--- src/rtl/axis_restore.sv ---
// axis_restore: 2-stage elastic pipeline that restores a folded coordinate about a symmetry axis.
// Build option: define AXIS_RESTORE_SATURATE_EN to clamp overflowing results instead of wrapping.
module axis_restore #(
    parameter int M = 4,
    parameter int N = 8
) (
    input  logic             clk,
    input  logic             rst_n,
    input  logic             in_valid,
    output logic             in_ready,
    input  logic [M+N-1:0]   f_in,
    input  logic [M+N-1:0]   s_in,
    input  logic             refl_in,
    output logic             out_valid,
    input  logic             out_ready,
    output logic [M+N-1:0]   f_out,
    output logic             ovf_out,
    output logic [15:0]      beat_cnt
);
    localparam int W = M + N;

    logic         run_q;
    logic         v1_q, v1_d;
    logic [W:0]   r1_q, r1_d;
    logic         v2_q, v2_d;
    logic [W-1:0] f2_q, f2_d;
    logic         ovf2_q, ovf2_d;
    logic [15:0]  cnt_q, cnt_d;
    logic         in_xfer, out_xfer, adv1, ovf_c;
    logic [W-1:0] res_c;

    // run_q keeps the input closed until the first clock edge after reset release
    assign out_xfer = v2_q & out_ready;
    assign adv1     = v1_q & (~v2_q | out_ready);
    assign in_ready = run_q & (~v1_q | adv1);
    assign in_xfer  = in_valid & in_ready;
    assign ovf_c    = r1_q[W] ^ r1_q[W-1];

    always_comb begin
        res_c = r1_q[W-1:0];
`ifdef AXIS_RESTORE_SATURATE_EN
        if (ovf_c) begin
            res_c = r1_q[W] ? {1'b1, {(W-1){1'b0}}} : {1'b0, {(W-1){1'b1}}};
        end
`endif
    end

    always_comb begin
        v1_d   = v1_q;
        r1_d   = r1_q;
        v2_d   = v2_q;
        f2_d   = f2_q;
        ovf2_d = ovf2_q;
        cnt_d  = cnt_q;
        if (in_xfer) begin
            v1_d = 1'b1;
            r1_d = refl_in ? ({s_in[W-1], s_in} - {f_in[W-1], f_in}) : {f_in[W-1], f_in};
        end else if (adv1) begin
            v1_d = 1'b0;
        end
        if (adv1) begin
            v2_d   = 1'b1;
            f2_d   = res_c;
            ovf2_d = ovf_c;
        end else if (out_xfer) begin
            v2_d = 1'b0;
        end
        if (out_xfer) begin
            cnt_d = cnt_q + 16'd1;
        end
    end

    always_ff @(posedge clk or negedge rst_n) begin
        if (!rst_n) begin
            run_q  <= 1'b0;
            v1_q   <= 1'b0;
            r1_q   <= '0;
            v2_q   <= 1'b0;
            f2_q   <= '0;
            ovf2_q <= 1'b0;
            cnt_q  <= 16'd0;
        end else begin
            run_q  <= 1'b1;
            v1_q   <= v1_d;
            r1_q   <= r1_d;
            v2_q   <= v2_d;
            f2_q   <= f2_d;
            ovf2_q <= ovf2_d;
            cnt_q  <= cnt_d;
        end
    end

    assign out_valid = v2_q;
    assign f_out     = f2_q;
    assign ovf_out   = ovf2_q;
    assign beat_cnt  = cnt_q;

endmodule

--- config.mk ---
export PLATFORM = sky130hd
export DESIGN_NAME = axis_restore
export DESIGN_NICKNAME = d
export VERILOG_FILES = /design/src/rtl/axis_restore.sv
export SDC_FILE = /design/constraint.sdc
export NUM_CORES = 1
export LEC_CHECK = 0
export BUFFER_PORTS_ARGS = -buffer_cell sky130_fd_sc_hd__buf_2
export CORE_ASPECT_RATIO = 1.75
export CORE_MARGIN = 2
export CORE_UTILIZATION = 52
export DETAILED_ROUTE_END_ITERATION = 8
export MAX_ROUTING_LAYER = met4
export PLACE_DENSITY_LB_ADDON = 0.12
export SYNTH_ARGS = -nofsm -noshare
export SYNTH_HDL_FRONTEND = slang
export SYNTH_SLANG_ARGS = --single-unit
--- constraint.sdc ---
create_clock -name clk -period 1.9 [get_ports clk]
set_clock_uncertainty 0.05 [all_clocks]
set_input_delay 0.285 -clock clk [delete_from_list [all_inputs] [get_ports clk]]
set_output_delay 0.285 -clock clk [all_outputs]
set_load 0.01 [all_outputs]
==> results of run 1 <==
state kept, by name, indices dropped and copies added, names as in the netlist:
signal and count:
run_q 1, f_out 12, out_valid 1, beat_cnt 16, ovf_out 1, r1_q 13
v1_q 1
placed cells by master (no fill, tap or decap), drive strengths merged, types with 2 or more instances in the layout:
cell and instances:
buf 80, dfrtp 45, nand2 22, o21ai 21, inv 19, xnor2 19, a21oi 17, nor2 14
mux2 13, ha 13, nand3 9, clkbuf 7, nor3 5, xor2 4, o21a 4, nand4 3
a211oi 3, and3 2, mux2i 2, nand2b 2, a21o 2, nor2b 2
metal layers:
layer	share of wire	up-vias	routed length, µm
li1	-	992	-
met5	0	-	0
met1	0.38	914	1840
met4	0.021	0	99
met2	0.56	51	2670
met3	0.042	8	204
repair_timing:
action | 4_1_cts | 5_1_grt
resized for setup | 1 | 1
setup buffers | 0 | 0
pin swaps | 0 | 1
hold endpoints to repair | 14 | 0
setup endpoints to repair | 2 | 2
hold buffers | 1 | 0
final timing paths:
| kind | to | cells past startpoint | slack (ps) |
|---|---|---|---|
| max | r1_q[9]$_DFFE_PN0P_ | 9 | 150 |
| min | r1_q[0]$_DFFE_PN0P_ | 3 | 260 |
| max reg2reg | r1_q[12]$_DFFE_PN0P_ | 5 | 200 |
| min reg2reg | beat_cnt[15]$_DFFE_PN0P_ | 1 | 410 |
| max in group asynchronous | f_out[8]$_DFFE_PN0P_ | 3 | 870 |
| min in group asynchronous | beat_cnt[4]$_DFFE_PN0P_ | 2 | 370 |
cell families (layout without fill, tap and decap cells):
| group | count (synthesis) | in the layout | synth area share |
|---|---|---|---|
| simple gates | 62 | 62 | 0.118 |
| compound gates | 55 | 55 | 0.150 |
| flops | 45 | 45 | 0.463 |
| buf+inv | 25 | 108 | 0.0407 |
| xor+xnor | 23 | 23 | 0.0829 |
| mux | 15 | 15 | 0.0685 |
| fa+ha+maj | 14 | 14 | 0.0751 |
| other cells | 1 | 1 | 0.00154 |
worst max-delay path, stage by stage:
cell	delay, ps
buf_2	90
inv_1	50
ha_1	260
nor2b_2	160
o2111ai_2	190
a2111oi_4	360
nor3_1	80
o311a_1	360
a21oi_2	100
where the power goes:
part	internal [mW]	switching, mW
registers	1.17	0.148
clock network	0.289	0.293
logic	0.422	0.410
layout make-up:
class | instances | area, µm² | area share
repair buffers | 81 | 463 | 0.153
clock buffers | 7 | 86.3 | 0.0285
flip-flops and latches | 45 | 1130 | 0.372
well taps | 51 | 63.8 | 0.0211
inverters | 20 | 75.1 | 0.0248
multi-input cells | 170 | 1210 | 0.400
metrics by stage:
step	instance area [µm²]	util	total power [mW]	setup slack [ps]	setup TNS [ps]
after global routing	3030	0.681	2.91	-19.2	-28.8
after CTS	3030	0.681	2.76	90.6	0
after floorplan	2430	-	1.81	7.85	0
after global placement	2920	0.658	2.15	-256	-1300
after detailed placement	2920	0.658	2.18	-316	-1470
final	3030	0.681	2.73	148	0
==> results.md, run 1 <==
* Status: complete, no violations
* Total track usage at 0.203
* Fill count at roughly 400
* Worst r2r src: out_valid$_DFFE_PN0P_
* Congestion Overflow GR at 0
* Crit. End Element: register
* Synth warn at 0
* Crit Path Max Fanout at 3
* Non-Filler Instances at 374
* Worst vdd ir at a little over 0.9 mV
* Post-synth EDFFs at 0
* Mapped Cells at 240
* Met3 usage at 0.0274
* Initial antenna violation count at 0
* Critical Path AT at between 1500 and 2000 ps
* GRT met1 Usage at 0.217
* Detailed Place HPWL at a little under 4000 µm
* # DRC at 0
* Vias post-DR at between 1,500 and 2,000
* Worst slew margin at 0.637
* Vias in the first global route at 1,948
* Post-route ant nets at 0
* Final period util at 0.922
* Hold path startpoint: f_in[0]
* Busiest layer in global routing: met2
* Synthesized net count at 283
* Seq cells post-synth at 45
* Seq/Total Area, Yosys at 0.463
* DR WL/cell at about 13 µm
* Pwr/cell area at ~900 nW/µm²
* Yosys top cell by area: dfrtp_1
* Clock Path Buffers at 2
* Worst-margin pin slew at about 540 ps
* Core area at roughly 4400 µm²
* Clock Sinks at 45
* Starting Density at 0.547
* CTS Buf Count at 5
* DRT Pass-1 Iters at 4
* WHS at between 200 and 300 ps
* Synth top area cells: dfrtp_1, xnor2_1, ha_1
* Max frequency at between 500 and 600 MHz
* Syn Area/Cell at 10.1 µm²
* Worst-Skew Late Latency at about 290 ps
* Nets at about 370
* Die ar. at about 5300 µm²
* Async SR Flop Fraction at 1.00
* Hold Path Class: input pin to register
* Port bufs at about 60
* Area Overhead vs Synth at 24.4%
* Endpoints failing hold at 0
* Leak at roughly 1.5 nW
* Top_reg_cell synth: dfrtp_1
* Top-area cell type share of the netlist area at 0.463
* First-pass GRT wire length at between 8000 and 9000 µm
* Count leader, synth: dfrtp_1
* Vias per inst at roughly 5.3
* RD Place Congestion at roughly 0.84
* Min Tclk post-route at about 1800 ps
* Post-Route WL at a little under 5000 µm
* Worst EP required at 2070 ps
* Chip width at between 50 and 60 µm
* Share of cells above drive strength 1 at 0.331
* Die H at roughly 94 µm
* Unrepaired setup endpoints after global routing: yes
* Ant. Diodes at 0
* CP startpoint: f_in[1]
* TritonCTS clock tree: yes
* Largest net degree at the start of global routing at 19
* Startpoint Class: input pin
* Commonest cells post-synth: dfrtp_1, nand2_1, o21ai_0
* Max Cap Viol at 0
* Slew Limit Fails at 0
* Clk pin slew, worst setup/hold paths at 80 ps
* I/O pin cnt at 60
* Starting DRT DRC Count at 56
* FP Rows at 32
* Placed Instances at approximately 370
* M2 GR Usage at 0.372
* Unique masters post-synth at roughly 40
* H-tree depth at 2
* Critical path class: input pin to register
* Setup Viol. Count Final at 0
* Syn Std Cell Area at ~2400 µm²
* Root buffer cell: clkbuf_8
(Power assumes the default switching activity.)
==> run 2: changes to the inputs <==
--- a/config.mk
+++ b/config.mk
@@ -7,10 +7,8 @@
 export LEC_CHECK = 0
 export BUFFER_PORTS_ARGS = -buffer_cell sky130_fd_sc_hd__buf_2
 export CORE_ASPECT_RATIO = 1.75
-export CORE_MARGIN = 2
 export CORE_UTILIZATION = 52
 export DETAILED_ROUTE_END_ITERATION = 8
-export MAX_ROUTING_LAYER = met4
 export PLACE_DENSITY_LB_ADDON = 0.12
 export SYNTH_ARGS = -nofsm -noshare
 export SYNTH_HDL_FRONTEND = slang
==> run 2 against run 1 <==
  * Sequential share of layout area fell by 0.50 points
  * Via count rose by 2.9%
  * Worst setup slack got worse by 93 ps
  * Critical path type unchanged
  * Wire length fell by 0.31%
  * Non-clock buffer count rose by 1
  * Largest power group unchanged
  * Largest cell class unchanged
==> results.md, run 2 (same netlist as run 1, synthesis figures left out) <==
* Status: complete, no violations
* First-pass GRT wire length at 8260 µm (+0.17%)
* Critical Path AT at 2020 ps (+100 ps)
* Root buffer cell: clkbuf_8
* Area Overhead vs Synth at 26.1%
* Vias post-DR at 2,022 (+2.9%)
* Final period util at 0.971 (+0.0490)
* Max reg flops at 16 (unchanged)
* Pint at 2.02 mW (+7.5%)
* Ant. Diodes at 0 (unchanged)
* Largest net degree at the start of global routing at 18 (-1)
* Nets at 367 (+0.27%)
* Setup Viol. Count Final at 0 (unchanged)
* Flop-to-flop setup slack at 190 ps (about the same)
* Commonest non-fill, non-tap cell in the layout: buf_2
* Unrepaired setup endpoints after global routing: no
* Worst Hold Path EP: r1_q[0]$_DFFE_PN0P_
* Hold path startpoint: f_in[0]
* Slew Limit Fails at 0 (unchanged)
* Crit Path Max Fanout at 3 (unchanged)
* Fill count at 367 (-7.3%)
* Worst-Skew Late Latency at 290 ps (about the same)
* Clock Power Share at 0.258 (+0.045)
* Leak at 1.53 nW (+1.2%)
* Worst R2R Path Depth at 5 (unchanged)
* FP Rows at 32 (unchanged)
* Min Tclk post-route at 1850 ps (+93.1 ps)
* Hold Path Class: input pin to register
* Port bufs at 59 (unchanged)
* Max frequency at 542 MHz (-5.0%)
* H-tree depth at 2 (unchanged)
* Total track usage at 0.225 (+0.0216)
* Initial antenna violation count at 0 (unchanged)
* Setup TNS at 0 ps (unchanged)
* Endpoints failing hold at 0 (unchanged)
* Post-CTS setup buffers at 0 (unchanged)
* Critical path class: input pin to register
* Most frequent cells in the layout: buf_2, dfrtp_1, nand2_1, buf_4, o21ai_0
* Chip width at 53.7 µm (-3.6%)
* Max Cap Viol at 0 (unchanged)
* Starting Density at 0.547 (unchanged)
* Crit Reg-Reg Endpoint: r1_q[12]$_DFFE_PN0P_
* Worst r2r src: out_valid$_DFFE_PN0P_
* I/O pin cnt at 60 (unchanged)
* Detailed Place HPWL at 3890 µm (+0.73%)
* Pwr/cell area at 945 nW/µm² (+4.6%)
* Share of cells above drive strength 1 at 0.338 (+0.00719)
* Die H at 92.5 µm (-2.1%)
* CTS Buf Count at 5 (unchanged)
* TritonCTS clock tree: yes
* Worst slew margin at 0.635 (-0.00146)
* Clk pin slew, worst setup/hold paths at 80 ps (about the same)
* Crit. End Element: register
* Gate power share at 0.287 (-0.018)
* Seq. cell area at 1130 µm² (unchanged)
* Vias per inst at 5.38 (+2.4%)
* Reg power frac at 0.455 (-0.027)
* Starting DRT DRC Count at 30 (-46%)
* # DRC at 0 (unchanged)
* DR WL/cell at 12.8 µm (-0.84%)
* Worst vdd ir at 0.657 mV (-29%)
* Net Sw Frac at 0.303 (-0.00900)
* Post-Route WL at 4800 µm (-0.31%)
* Startpoint Class: input pin
* Worst EP required at 2070 ps (about the same)
* Congestion Overflow GR at 0 (unchanged)
* Die ar. at 4960 µm² (-5.6%)
* Clock Path Buffers at 2 (unchanged)
* DRT Pass-1 Iters at 4 (unchanged)
* Vias in the first global route at 2,047 (+5.1%)
* RD Place Congestion at 0.796 (-5.7%)
* Fin util at 0.690 (+0.00929)
* Post-route ant nets at 0 (unchanged)
* Clock Sinks at 45 (unchanged)
* Sw Pwr at 0.877 mW (+3.0%)
* Worst Hold Depth at 3 (unchanged)
* Worst-margin pin slew at 546 ps (+2.18 ps)
* Area of the multi-input gates at 1210 µm² (unchanged)
* Core area at 4440 µm² (unchanged)
[run 2: cell types whose count changed in the layout (fill, tap and decap cells not counted), sizes merged]
cell / delta
buf: +1
bufinv: +1
clkbuf: -1
clkinvlp: +1
[run 2: critical path: stages]
cell and delay (ps):
buf_2 90, inv_1 50, ha_1 260, nor2b_2 160, o2111ai_2 200, a2111oi_4 420
nor3_1 80, o311a_1 360, a21oi_2 110
[run 2: final cells by class]
type | instances | area share
Clock buffer | 6 | 0.0269
Clock inverter | 2 | 0.0122
Inverter | 20 | 0.0245
Multi-Input combinational cell | 170 | 0.395
Sequential cell | 45 | 0.367
Tap cell | 51 | 0.0208
Timing Repair Buffer | 82 | 0.153
[run 2: metrics by stage]
stage	std cells	hold slack (ps)	setup slack [ps]	total power, mW	instance area (µm²)
detailed placement	367	176	-323	2.18	2930
global placement	367	170	-266	2.15	2930
finish	376	253	55.0	2.90	3070
global route	376	271	1.43	3.10	3070
CTS	376	250	66.6	2.93	3070
floorplan	240	-60.6	7.85	1.81	2430
[run 2: timing repair]
item / 4_1_cts / 5_1_grt
gates resized for setup: 1 / 0
endpoints found under the setup margin: 2 / 0
hold endpoints to repair: 15 / 0
hold buffers: 1 / 0
[run 2: worst max-delay path by stage]
stage               startpoint                    to  slack (ps)  cells after the start
floorplan              f_in[2]  r1_q[10]$_DFFE_PN0P_           8                      8
global placement       s_in[0]  r1_q[10]$_DFFE_PN0P_        -270                     10
detailed placement     s_in[0]  r1_q[10]$_DFFE_PN0P_        -320                     10
CTS                    f_in[1]   r1_q[9]$_DFFE_PN0P_          70                      9
global route           f_in[3]  r1_q[11]$_DFFE_PN0P_           1                      9
finish                 f_in[1]   r1_q[9]$_DFFE_PN0P_          50                      9
[run 2: layer usage]
metal | share of wire | wire length (µm) | up-vias | GRT usage
met4 | 0.034 | 162 | 0 | 0.116
met2 | 0.55 | 2640 | 59 | 0.413
met1 | 0.38 | 1840 | 954 | 0.223
li1 | - | - | 996 | -
met3 | 0.033 | 158 | 13 | 0.0378
met5 | 0 | 0 | - | 0
[run 2: power by group through the flow]
stage | clock network, mW | registers [mW] | logic [mW]
2_1_floorplan | 0 | 1.39 | 0.422
3_3_place_gp | 0 | 1.33 | 0.818
3_5_place_dp | 0 | 1.34 | 0.837
4_1_cts | 0.767 | 1.32 | 0.846
5_1_grt | 0.811 | 1.35 | 0.935
6_report | 0.748 | 1.32 | 0.832
==> run 3: changes to the inputs <==
--- a/config.mk
+++ b/config.mk
@@ -5,6 +5,7 @@
 export SDC_FILE = /design/constraint.sdc
 export NUM_CORES = 1
 export LEC_CHECK = 0
+export ABC_AREA = 1
 export BUFFER_PORTS_ARGS = -buffer_cell sky130_fd_sc_hd__buf_2
 export CORE_ASPECT_RATIO = 1.75
 export CORE_UTILIZATION = 52
==> run 3 against run 2 <==
  * Synthesized cell count is 41% higher
  * Count of clock-buffer cells in the layout grew 1
  * Synthesized area is 11% higher
  * Largest power group unchanged
  * Highest routed layer unchanged
==> results.md, run 3 <==
* Status: complete, no violations
* First-pass GRT wire length at 10,000 µm (+21%)
* Commonest cells post-synth: nand2_1, inv_1, dfrtp_1
* Final Cell Area at 3160 µm² (+3.1%)
* Fill count at 474 (+29%)
* Synthesized net count at 382 (+35%)
* Setup Viol. Count Final at 0 (unchanged)
* Placed cell area at 3080 µm² (+5.0%)
* Vias post-DR at 2,341 (+16%)
* Most frequent cells in the layout: nand2_1, buf_2, inv_1, dfrtp_1
* DR WL/cell at 12.0 µm (-6.3%)
* Core area at 4980 µm² (+12%)
* Worst-Skew Late Latency at 290 ps (about the same)
* Initial antenna violation count at 0 (unchanged)
* Nets at 448 (+22%)
* Congestion Overflow GR at 0 (unchanged)
* Clock Sinks at 45 (unchanged)
* Total track usage at 0.227 (+0.00206)
* Largest net degree at the start of global routing at 46 (+28)
* Starting DRT DRC Count at 44 (+47%)
* Worst path cell trace: buf_2 > ha_1 > fa_1 > o21ai_2 > nand2_1 > nand3_1 > nand2_1 > nand2_1 > nand2_1 > a21oi_1
* Die ar. at 5510 µm² (+11%)
* Ant. Diodes at 0 (unchanged)
* Critical Path AT at 1770 ps (-250 ps)
* H-tree depth at 2 (unchanged)
* Clock Path Buffers at 2 (unchanged)
* DRT Pass-1 Iters at 4 (unchanged)
* Yosys top cell by area: dfrtp_1
* Worst slew margin at 0.641 (+0.00608)
* Vias in the first global route at 2,384 (+16%)
* Seq cells post-synth at 45 (unchanged)
* Pwr/cell area at 832 nW/µm² (-12%)
* Commonest non-fill, non-tap cell in the layout: nand2_1
* Seq/Total Area, Yosys at 0.416 (-0.0475)
* Max Cap Viol at 0 (unchanged)
* Detailed Place HPWL at 4440 µm (+14%)
* Cts repair resizes at 0 (-1)
* Endpoints failing hold at 0 (unchanged)
* Fin util at 0.635 (-0.0545)
* Max frequency at 623 MHz (+15%)
* Syn Std Cell Area at 2710 µm² (+11%)
* Post-synth EDFFs at 0 (unchanged)
* Startpoint Class: input pin
* Die H at 97.5 µm (+5.4%)
* Worst EP required at 2070 ps (about the same)
* Count leader, synth: nand2_1
* Critical path class: input pin to register
* Vias per inst at 5.09 (-5.4%)
* Max reg flops at 16 (unchanged)
* Total design power at 2.63 mW (-9.2%)
* Starting Density at 0.544 (-0.00277)
* Chip width at 56.6 µm (+5.4%)
* Root buffer cell: clkbuf_8
* FP Rows at 34 (+6.3%)
* I/O pin cnt at 60 (unchanged)
* Async SR Flop Fraction at 1.00 (unchanged)
* Top-area cell type share of the netlist area at 0.416 (-0.0475)
* Mapped Cells at 339 (+41%)
* Post-CTS setup buffers at 0 (unchanged)
* Crit. End Element: register
* Most used cell, CP: nand2_1
* Setup TNS at 0 ps (unchanged)
* Worst-margin pin slew at 538 ps (-7.80 ps)
* Hold Path Class: input pin to async pin
* Top_reg_cell synth: dfrtp_1
* Slew Limit Fails at 0 (unchanged)
* Synth warn at 0 (unchanged)
* WHS at 5.28 ps (-248 ps)
* Final period util at 0.845 (-0.126)
* Post-route ant nets at 0 (unchanged)
* CP max stage delay at 440 ps (+20 ps)
* CTS Buf Count at 5 (unchanged)
* Worst vdd ir at 0.955 mV (+45%)
* CP max stage cell: fa_1
* Leak at 1.81 nW (+18%)
* # DRC at 0 (unchanged)
* Min Tclk post-route at 1610 ps (-239 ps)
* Post-CTS Hold Buffers at 0 (-1)
* Clk pin slew, worst setup/hold paths at 80 ps (about the same)
* Share of cells above drive strength 1 at 0.212 (-0.127)
* Area Overhead vs Synth at 16.8%
* Synth top area cells: dfrtp_1, nand2_1, inv_1
* Unique masters post-synth at 36 (-12%)
* Post-Route WL at 5500 µm (+15%)
* RD Place Congestion at 0.885 (+11%)
* Flop-to-flop setup slack at 330 ps (+140 ps)
* TritonCTS clock tree: yes
* Crit Path Max Fanout at 4 (+1)
* Unrepaired setup endpoints after global routing: no
* Port bufs at 59 (unchanged)
* Syn Area/Cell at 7.99 µm² (-21%)
run 3: cell count changes after synthesis, moves of 4 or more:
cell and delta:
nand4_1 +6, nand3_1 +7, o21ai_0 -4, inv_1 +37, xor2_1 +10, o21a_1 -4, a22oi_1 +4, nand2_1 +72
xnor2_1 -14, mux2_2 -12
run 3: path summary, 6_finish.rpt:
check | depth (start not counted) | startpoint | endpoint
max in group asynchronous | 2 | rst_n | r1_q[9]$_DFFE_PN0P_
max | 10 | f_in[0] | r1_q[12]$_DFFE_PN0P_
min in group clk | 3 | f_in[0] | r1_q[0]$_DFFE_PN0P_
min reg2reg | 2 | r1_q[10]$_DFFE_PN0P_ | f_out[10]$_DFFE_PN0P_
min | 2 | rst_n | beat_cnt[0]$_DFFE_PN0P_
max reg2reg | 7 | beat_cnt[0]$_DFFE_PN0P_ | beat_cnt[14]$_DFFE_PN0P_
run 3: power breakdown:
| group | leakage [nW] | switching (mW) | internal [mW] | total (mW) |
|---|---|---|---|---|
| sequential | 0.540 | 0.124 | 1.15 | 1.27 |
| combinational | 1.23 | 0.462 | 0.338 | 0.800 |
| clock | 0.0385 | 0.300 | 0.260 | 0.561 |
run 3: cells by family (layout without fill, tap and decap cells):
group / count (synthesis) / in the layout / synth area share
xor+xnor: 19 / 19 / 0.0614
buf+inv: 64 / 131 / 0.0942
other cells: 1 / 1 / 0.00138
mux: 1 / 1 / 0.00416
flops: 45 / 45 / 0.416
compound gates: 44 / 44 / 0.0933
fa+ha+maj: 14 / 14 / 0.0674
simple gates: 151 / 151 / 0.262
run 3: layout make-up:
class,count,area (µm²),area share
multi-input cells,230,1330,0.420
flip-flops and latches,45,1130,0.356
repair buffers,65,340,0.108
inverters,58,218,0.0688
clock buffers,7,76.3,0.0241
well taps,54,67.6,0.0214
clock inverters,1,7.51,0.00237
run 3: through the flow:
step | std cells | worst slack, ps
after floorplan | 339 | 240
after global placement | 452 | 73.4
after detailed placement | 452 | -1.56
after CTS | 460 | 307
after global routing | 460 | 133
final | 460 | 294
run 3: per-layer routing:
layer	up-vias	global-route usage	share of wire	routed length (µm)
met5	-	0	0	0
met4	0	0.0826	0.013	71
met3	6	0.0266	0.025	135
met2	47	0.433	0.56	3110
met1	1078	0.246	0.40	2190
li1	1210	-	-	-
run 3: critical path: cells and delay by family:
family                   cells  cell delay [ps]
AND/OR/NAND/NOR              5              320
AO/OA/AOI/OAI                2              400
buffers and inverters        1              110
adder cells (fa/ha/maj)      2              660
